$ cat src/rtl/pipe_pkg.sv
// pipe_pkg: shared pipeline entry type and constants for datapath stage registers.
package pipe_pkg;
  localparam int PIPE_DATA_MAX = 64;
  typedef struct packed {
    logic                     valid;
    logic                     bubble;
    logic [PIPE_DATA_MAX-1:0] data;
  } pipe_entry_t;
  localparam pipe_entry_t PIPE_ZERO_ENTRY = '0;
endpackage

$ cat src/rtl/sat_counter.sv
// sat_counter: event counter that sticks at all-ones instead of wrapping.
module sat_counter #(
  parameter int CNT_W = 16
) (
  input  logic             clk_i,
  input  logic             rst_i,
  input  logic             inc,
  input  logic             clear,
  output logic [CNT_W-1:0] cnt
);
  always_ff @(posedge clk_i or negedge rst_i)
    if (!rst_i) cnt <= '0;
    else if (clear) cnt <= '0;
    else if (inc && cnt != '1) cnt <= cnt + CNT_W'(1);
endmodule

$ cat src/rtl/pipe_stage_skid.sv
// pipe_stage_skid: valid/ready pipeline register with 2-entry skid, flush, stall and event counters.
module pipe_stage_skid
  import pipe_pkg::*;
#(
  parameter int DATA_W = 64,
  parameter int CNT_W  = 16
) (
  input  logic              clk_i,
  input  logic              rst_i,
  input  logic              flush_i,
  input  logic              stall_i,
  input  logic              in_valid_i,
  output logic              in_ready_o,
  input  logic [DATA_W-1:0] in_data_i,
  input  logic              in_bubble_i,
  output logic              out_valid_o,
  input  logic              out_ready_i,
  output logic [DATA_W-1:0] out_data_o,
  output logic              out_bubble_o,
  output logic [CNT_W-1:0]  stall_cnt_o,
  output logic [CNT_W-1:0]  flush_cnt_o
);
  pipe_entry_t main_q, skid_q, main_d, skid_d, in_entry;
  logic in_fire, out_fire, take_main;
  assign in_ready_o   = !skid_q.valid && !stall_i && !flush_i;
  assign in_fire      = in_valid_i && in_ready_o;
  assign out_fire     = main_q.valid && out_ready_i && !stall_i;
  assign take_main    = !main_q.valid || out_fire;
  assign in_entry     = '{valid: 1'b1, bubble: in_bubble_i, data: PIPE_DATA_MAX'(in_data_i)};
  assign out_valid_o  = main_q.valid;
  assign out_data_o   = main_q.valid ? DATA_W'(main_q.data) : '0;
  assign out_bubble_o = main_q.valid && main_q.bubble;
  // Skid only ever fills while main is held, so it drains into main first to keep order.
  always_comb begin
    main_d = flush_i ? PIPE_ZERO_ENTRY : stall_i ? main_q :
             !take_main ? main_q : skid_q.valid ? skid_q : in_fire ? in_entry : PIPE_ZERO_ENTRY;
    skid_d = flush_i ? PIPE_ZERO_ENTRY : stall_i ? skid_q :
             take_main ? PIPE_ZERO_ENTRY : in_fire ? in_entry : skid_q;
  end
  always_ff @(posedge clk_i or negedge rst_i)
    if (!rst_i) begin
      main_q <= PIPE_ZERO_ENTRY;
      skid_q <= PIPE_ZERO_ENTRY;
    end else begin
      main_q <= main_d;
      skid_q <= skid_d;
    end
  sat_counter #(.CNT_W(CNT_W)) u_stall_cnt (
    .clk_i (clk_i),
    .rst_i (rst_i),
    .inc   (stall_i && !flush_i),
    .clear (1'b0),
    .cnt   (stall_cnt_o)
  );
  sat_counter #(.CNT_W(CNT_W)) u_flush_cnt (
    .clk_i (clk_i),
    .rst_i (rst_i),
    .inc   (flush_i),
    .clear (1'b0),
    .cnt   (flush_cnt_o)
  );
endmodule
$ cat config.mk
export PLATFORM = sky130hd
export DESIGN_NAME = pipe_stage_skid
export DESIGN_NICKNAME = d
export VERILOG_FILES = /design/src/rtl/pipe_pkg.sv /design/src/rtl/sat_counter.sv /design/src/rtl/pipe_stage_skid.sv
export SDC_FILE = /design/constraint.sdc
export NUM_CORES = 1
export LEC_CHECK = 0
export CORE_MARGIN = 4
export CORE_UTILIZATION = 30
export DETAILED_ROUTE_END_ITERATION = 6
export PLACE_DENSITY = 0.55
export SLEW_MARGIN = 30
export SYNTH_ARGS = -nofsm -noshare
export SYNTH_HDL_FRONTEND = slang
export SYNTH_SLANG_ARGS = --single-unit
$ cat constraint.sdc
create_clock -name clk_i -period 1.8 [get_ports clk_i]
set_clock_uncertainty 0.1 [all_clocks]
set_input_delay 0.36 -clock clk_i [delete_from_list [all_inputs] [get_ports clk_i]]
set_output_delay 0.36 -clock clk_i [all_outputs]
set_load 0.005 [all_outputs]
After elaboration in Yosys (flattened, before gate mapping). Index checks and enable logic that the tools add are counted.

Register bits: 164. Word-level logic and storage cells: 41.

Equality and inequality tests: 3. Mux-type cells: 10. $add $sub $neg: 2. Reduce and logical (&&, ||, !) cells: 18.

Operators by type and width (count): two-way mux 66 bit (9); two-way mux 64 bit (1); adder 16 x 1 -> 16 bit (second input constant) (2); inequality test 16 bit (second input constant) (2); logical AND 1 bit (9); logical NOT 1 bit (4); AND reduction 2 bit (2); nonzero test 3 bit (1); inequality test 2 bit (second input constant) (1); nonzero test 2 bit (1); logical OR 1 bit (1).

Depth between registers and ports, before layout. Gate-level depths: netlist of the first run.

Word-level depth: 9. Depth in mapped cells: 8. Mapped depth without buffers: 5.

By module. Synthesis of the first run repeated with hierarchy kept, for this count alone.

Cell total of the unflattened synthesis: 662. Area, all modules: 7692.4 um^2.

By module, submodules not included: pipe_stage_skid (instances 1, cells an instance 466, seq. area each 3303.2 um^2, area each 5808.1 um^2); sat_counter (instances 2, cells an instance 98, seq. area each 400.4 um^2, area each 942.2 um^2).

Worst setup path after synthesis of the first run. OpenSTA, ideal clock, no wires.

Path type: reg2reg. From: register u_flush_cnt.cnt[0]. To: register u_flush_cnt.cnt[9]. Path slack: -0.033 ns. Data arrival time: 1.595 ns. Library setup time: 0.138 ns. Cell stages (with the launch flop): 6. Cell sequence: dfrtp_1 > ha_1 > nand4_1 > o41ai_4 > nor4_1 > xor2_1.

Word-level cells in the longest chain between the ends: 2. Elaborated cells on any way between the ends: 3. Those cells by class: add/sub (1); eq/ne (1); reduce/logical (1).

RTL lines: start: declaration (RTL line sat_counter.sv:9) `output logic [CNT_W-1:0] cnt`; start signal: assignment (RTL line sat_counter.sv:14) `else if (inc && cnt != '1) cnt <= cnt + CNT_W'(1);`; parallel branches: the longest is 2 deep, another holds adder 16 x 1 -> 16 bit.

Several ways; the timed one is not identified. A chain may end at the register's enable or synchronous reset.

Worst setup path in the final report of the first run.
From: register main_q, in the netlist out_valid_o. To: output port out_data_o[1].

Word-level cells in the longest chain between the ends: 1.

RTL lines: start: declaration (RTL line pipe_stage_skid.sv:23) `pipe_entry_t main_q, skid_q, main_d, skid_d, in_entry;`; start signal: assignment (RTL line pipe_stage_skid.sv:45) `main_q <= main_d;`; two-way mux 64 bit (RTL line pipe_stage_skid.sv:31) `assign out_data_o = main_q.valid ? DATA_W'(main_q.data) : '0;`; end: declaration (RTL line pipe_stage_skid.sv:18) `output logic [DATA_W-1:0] out_data_o,`.

No other way between the ends.

==> run_results.csv, run 1 <==
group,metric,value,unit
cts,numCtsBuffers,17,
cts,htreeDepth,4,
global_route,grt_overflow_total,0,
power,power_density,847.0,mW/mm^2
run_status,outcome,"finished with violations",
place,gp_congestion,0.7867,
floorplan,die-area,0.02695,mm^2
yosys,synth-async-reset-ratio,100.0,%
floorplan,initial_core_util,30.80,%
job,cap_violations,0,
route,dr_total_vias,6208,
floorplan,die_h,164.2,um
global_route,grt_use_total,16.95,%
route,wl,23190,um
yosys,ys_seq_area_share,56.09,%
setup_path,arrival,1.53,ns
timing,hold_viol,0,
finish,fin_nets,998,
yosys,syn_inst,673,
cts,cts.clk_slew.worst_paths,0.07,ns
yosys,ys_seq_elements,164,
yosys,synth_top_area_share,56.09,%
floorplan,die_w,164.2,um
place,placed_area,0.009824,mm^2
timing,fin_crit,1.994,ns
global_route,grt_max_degree,68,
finish,layout-drive-gt1-share,33.37,%
timing,period_share,110.8,%
route,drcViolationCount,0,
place,dp_hpwl,14090,um
power,p_leak,5.222,nW
finish,final_util,47.71,%
floorplan,num_rows,56,
yosys,synth-edff-count,0,
timing,max_slew_margin,66.56,%
global_route,grt_pass1_vias,6324,
cts,clockBufferDepth,2,
setup_path,startpoint_type,"register",
finish,stdcell_area,0.01133,mm^2
route,ant_nets,0,
global_route,grt_pass1_wl,35770,um
setup_path,cp.required,1.34,ns
yosys,synth_area_leaders,"dfrtp_1 56%, a22o_1 7.8%, a22oi_1 6.7%",
route,wl_per_cell,18.42,um
timing,rsz0062_at_grt,"yes",
cts,clock-root-buffer,"clkbuf_16",
yosys,yosysTopAreaCell,"dfrtp_1",
timing,fmax,0.5015,GHz
setup_path,crit_fanout,8,
hold_path,min_path_type,"primary input to register",
setup_path,path_class,"register to output port",
run_status,violations,"setup timing",
global_route,grt_antenna_before_repair,2,
yosys,synth_top_flop_cell,"dfrtp_1",
timing,setup_violations,67,
timing,report.final.slew_viol_count,0,
yosys,mappedNetlistArea,0.007317,mm^2
yosys,netlist_top_cells_count,"164 x dfrtp_1, 83 x nand2_1, 69 x and2_1",
cts,cts_tree,"built",
cts,clk_latency,0.41,ns
floorplan,core,0.02375,mm^2
yosys,syn_nets,746,
route,first_pass_iters,5,
floorplan,ios,170,
finish,area_growth,54.87,%
route,drtIter0Drc,398,
yosys,avgSynthCellArea,10.87,um^2
timing,setup_ws,-0.1939,ns
yosys,yosysWarnings,0,
route,via_per_inst,4.931,
place,place.port_buffers,169,
setup_path,crit_path_end_kind,"output port",
timing,worst_slew_pin_slew,0.4964,ns
yosys,yosysMostFrequentCell,"dfrtp_1",
setup_path,reg2reg_slack,-0.02,ns
yosys,synth_cell_types,44,
cts,numClockSinks,164,
power,vdd_drop_max,0.0005774,V
-- repair_timing --
item	4_1_cts	5_1_grt
buffers inserted	28	9
pin swaps	1	10
endpoints found under the setup margin	99	162
endpoints found under the hold margin	29	0
hold buffers	1	0
gates resized for setup	402	70
gates cloned	7	3
-- final timing paths --
path,from,end,cells after the start
worst max-delay path,out_valid_o$_DFFE_PN0P_,out_data_o[1],5
worst min-delay path,flush_i,out_valid_o$_DFFE_PN0P_,3
worst max register to register,u_flush_cnt.cnt[0]$_DFFE_PN0P_,u_flush_cnt.cnt[9]$_DFFE_PN0P_,7
worst min register to register,main_q[62]$_DFFE_PN0P_,main_q[62]$_DFFE_PN0P_,2
max in group asynchronous,rst_i,main_q[26]$_DFFE_PN0P_,3
min in group asynchronous,rst_i,u_stall_cnt.cnt[14]$_DFFE_PN0P_,2
-- state kept, by name, summed over array words and instances (netlist names) --
register         count
u_flush_cnt.cnt     16
out_valid_o          1
u_stall_cnt.cnt     16
main_q              65
skid_q              66
-- where the power goes --
part	switching (mW)	internal, mW
Sequential	0.112	3.87
Combinational	0.885	1.00
Clock	1.72	2.01
-- cell type report --
| cell class | count | area, um^2 |
|---|---|---|
| fill | 2219 | 12420 |
| sequential | 164 | 4114 |
| multi-input combinational | 454 | 3184 |
| timing repair buffer | 286 | 3013 |
| clock buffer | 17 | 425.4 |
| tap | 319 | 399.1 |
| clock inverter | 15 | 183.9 |
| inverter | 2 | 7.507 |
| antenna | 2 | 5.005 |
-- logic make-up after synthesis --
logic type                 after synthesis  synth area share (%)
xor gates and xnor gates                24                 2.873
DFF                                    164                 56.09
adders and majority gates                2                0.3419
AOI/OAI and AO/OA                      215                 21.03
and+or+nand+nor                        210                 15.37
buffers and inverters                   55                 3.831
muxes                                    3                0.4617
-- per-layer routing --
layer / vias up / part of all wire, % / global-route usage (%)
met3: 13 / 4.9 / 3.915
met5: - / 0.056 / 0
li1: 2947 / - / -
met1: 3088 / 46 / 24.33
met2: 158 / 48 / 26.14
met4: 2 / 0.82 / 3.812
-- cells in the final DEF, fill, tap and decap left out, types with 5 or more instances in the layout --
| cell | netlist | final |
|---|---|---|
| buf_6 | 7 | 75 |
| buf_16 | 0 | 5 |
| dfrtp_1 | 164 | 156 |
| dlymetal6s2s_1 | 0 | 6 |
| xor2_1 | 13 | 13 |
| clkbuf_16 | 0 | 19 |
| buf_4 | 1 | 79 |
| o21ai_0 | 67 | 67 |
| nor2_1 | 8 | 6 |
| a22o_1 | 65 | 65 |
| clkdlybuf4s50_1 | 0 | 71 |
| and2_4 | 0 | 66 |
| nand2_1 | 83 | 83 |
| a22oi_1 | 65 | 65 |
| nand4_1 | 13 | 13 |
| xnor2_1 | 11 | 11 |
| a21oi_1 | 7 | 6 |
| nand3_1 | 14 | 13 |
| inv_6 | 0 | 5 |
| buf_12 | 0 | 15 |
| dfrtp_2 | 0 | 8 |
| dlygate4sd2_1 | 0 | 23 |
-- stage by stage --
| step | setup slack, ns | cells | total power, mW | setup TNS [ns] | hold slack, ns |
|---|---|---|---|---|---|
| floorplan | 0.002330 | 673 | 4.612 | 0 | -0.03559 |
| global placement | -0.4438 | 1180 | 5.660 | -54.06 | 0.1960 |
| detailed placement | -0.4295 | 1180 | 5.680 | -54.67 | 0.2055 |
| CTS | -0.2309 | 1248 | 9.687 | -10.15 | 0.3195 |
| global route | -0.2473 | 1257 | 10.07 | -10.43 | 0.2728 |
| finish | -0.1939 | 1259 | 9.599 | -5.801 | 0.2695 |
-- critical path, stage by stage, from the launching register on --
cell and delay [ns]:
dfrtp_2 0.44, buf_12 0.16, buf_12 0.14, buf_8 0.13, and2_4 0.13, buf_6 0.11
Note: power is estimated with default switching activity, not from simulation.
==> run 2, diff against run 1 <==
Settings changed: CORE_MARGIN 4 to not set.
==> run_results.csv, run 2 (synthesis results as in run 1) <==
group,metric,value,unit
power,power_density,801.3,mW/mm^2
route,dr_total_vias,6543,
timing,setup_violations,137,
timing,fin_hold_ws,0.2439,ns
floorplan,die_h,158.2,um
finish,final_cell_mix,"158 x dfrtp_1, 86 x buf_6, 77 x clkdlybuf4s50_1",
power,p_leak,5.845,nW
place,place.port_buffers,169,
cts,cts.clk_slew.worst_paths,0.07,ns
finish,multi_input_area,0.003565,mm^2
finish,layout-drive-gt1-share,43.43,%
route,via_per_inst,5.080,
setup_path,startpoint_type,"register",
power,power.share.switching,28.16,%
floorplan,core,0.02368,mm^2
cts,numClockSinks,164,
setup_path,crit_path_end_kind,"output port",
timing,rsz0062_at_grt,"yes",
place,gp_congestion,0.7708,
floorplan,ios,170,
route,drtIter0Drc,361,
timing,hold_viol,0,
power,power_frac_comb,21.7,%
place,dp_cells,1173,
timing,worst_slew_pin_slew,0.8347,ns
finish,seqCellArea,0.004111,mm^2
finish,reg_top3,"skid_q x66, main_q x65",
finish,final_util,52.29,%
run_status,violations,"setup timing",
power,vdd_drop_max,0.0005038,V
job,cap_violations,0,
power,switchingPower,2.794,mW
power,pwr-share-seq,40.3,%
finish,final_common_cell,"dfrtp_1",
power,p_int,7.129,mW
global_route,grt_pass1_wl,36200,um
global_route,grt_max_degree,68,
route,ant_nets,0,
timing,report.final.slew_viol_count,0,
route,first_pass_iters,4,
power,power.total,9.923,mW
timing,setup_ws,-0.1785,ns
cts,cts_tree,"built",
setup_path,cp.required,1.34,ns
run_status,outcome,"finished with violations",
floorplan,die-area,0.02502,mm^2
route,wl,25970,um
cts,numCtsBuffers,17,
timing,period_share,109.9,%
timing,fmax,0.5054,GHz
floorplan,num_rows,56,
global_route,grt_antenna_before_repair,3,
timing,max_slew_margin,44.36,%
finish,top_register,"skid_q",
global_route,grt_use_total,19.43,%
global_route,grt_pass1_vias,6269,
finish,finalNonFillerCells,1288,
route,drcViolationCount,0,
timing,fin_tns_setup,-11.59,ns
finish,fin_nets,1028,
setup_path,arrival,1.52,ns
cts,clockBufferDepth,2,
place,place_ws,-0.4902,ns
setup_path,crit_fanout,7,
place,dp_hpwl,13510,um
setup_path,path_class,"register to output port",
finish,area_growth,69.25,%
finish,largest_register_ffs,66,
global_route,grt_overflow_total,0,
cts,clk_latency,0.43,ns
finish,stdcell_area,0.01238,mm^2
cts,clock-root-buffer,"clkbuf_16",
place,placed_area,0.009803,mm^2
hold_path,min_path_type,"primary input to register",
timing,fin_crit,1.979,ns
floorplan,die_w,158.2,um
power,p_clk_share,38.1,%
floorplan,initial_core_util,30.90,%
finish,fill_cells,2156,
cts,htreeDepth,4,
route,wl_per_cell,20.16,um
run 2: worst paths after layout:
kind	from	end	slack, ns	depth (start not counted)
setup / recovery	out_valid_o$_DFFE_PN0P_	out_data_o[34]	-0.18	5
hold / removal	flush_i	out_valid_o$_DFFE_PN0P_	0.24	3
setup reg to reg	out_valid_o$_DFFE_PN0P_	skid_q[33]$_DFFE_PN0P_	-0.11	10
hold reg to reg	main_q[63]$_DFFE_PN0P_	main_q[63]$_DFFE_PN0P_	0.39	2
max in group asynchronous	rst_i	out_valid_o$_DFFE_PN0P_	0.67	3
min in group asynchronous	rst_i	main_q[3]$_DFFE_PN0P_	0.35	2
run 2: power by group through the flow:
stage	logic [mW]	clock network, mW	registers (mW)
2_1_floorplan	0.461	0	4.15
3_3_place_gp	1.56	0	4.09
3_5_place_dp	1.56	0	4.10
4_1_cts	2.05	3.85	3.98
5_1_grt	2.32	4.00	4.02
6_report	2.15	3.78	3.99
run 2: timing repair:
item | CTS | global route
pin swaps | 56 | 75
buffers inserted | 46 | 12
endpoints found under the setup margin | 168 | 219
resized for setup | 479 | 183
cloned | 18 | 15
endpoints found under the hold margin | 37 | 0
hold buffers | 1 | 0
run 2: critical path: stages (launching register included):
cell	delay (ns)
dfrtp_2	0.44
buf_6	0.15
buf_12	0.14
buf_6	0.11
and2_4	0.13
buf_6	0.11
run 2: routing by layer:
layer | global-route usage, % | part of all wire (%) | wire [um] | vias up
met3 | 3.148 | 4.5 | 1169 | 34
met5 | 0 | 0.042 | 11 | -
li1 | - | - | - | 3023
met1 | 27.39 | 47 | 12100 | 3297
met4 | 6.319 | 1.8 | 473 | 2
met2 | 30.26 | 47 | 12220 | 187
run 2: cell type report:
class | instances | area share, %
diodes | 2 | 0.04041
flip-flops and latches | 164 | 33.20
multi-input cells | 455 | 28.78
repair buffers | 315 | 29.89
clock buffers | 17 | 3.435
well taps | 319 | 3.223
clock inverters | 14 | 1.364
inverters | 2 | 0.06062
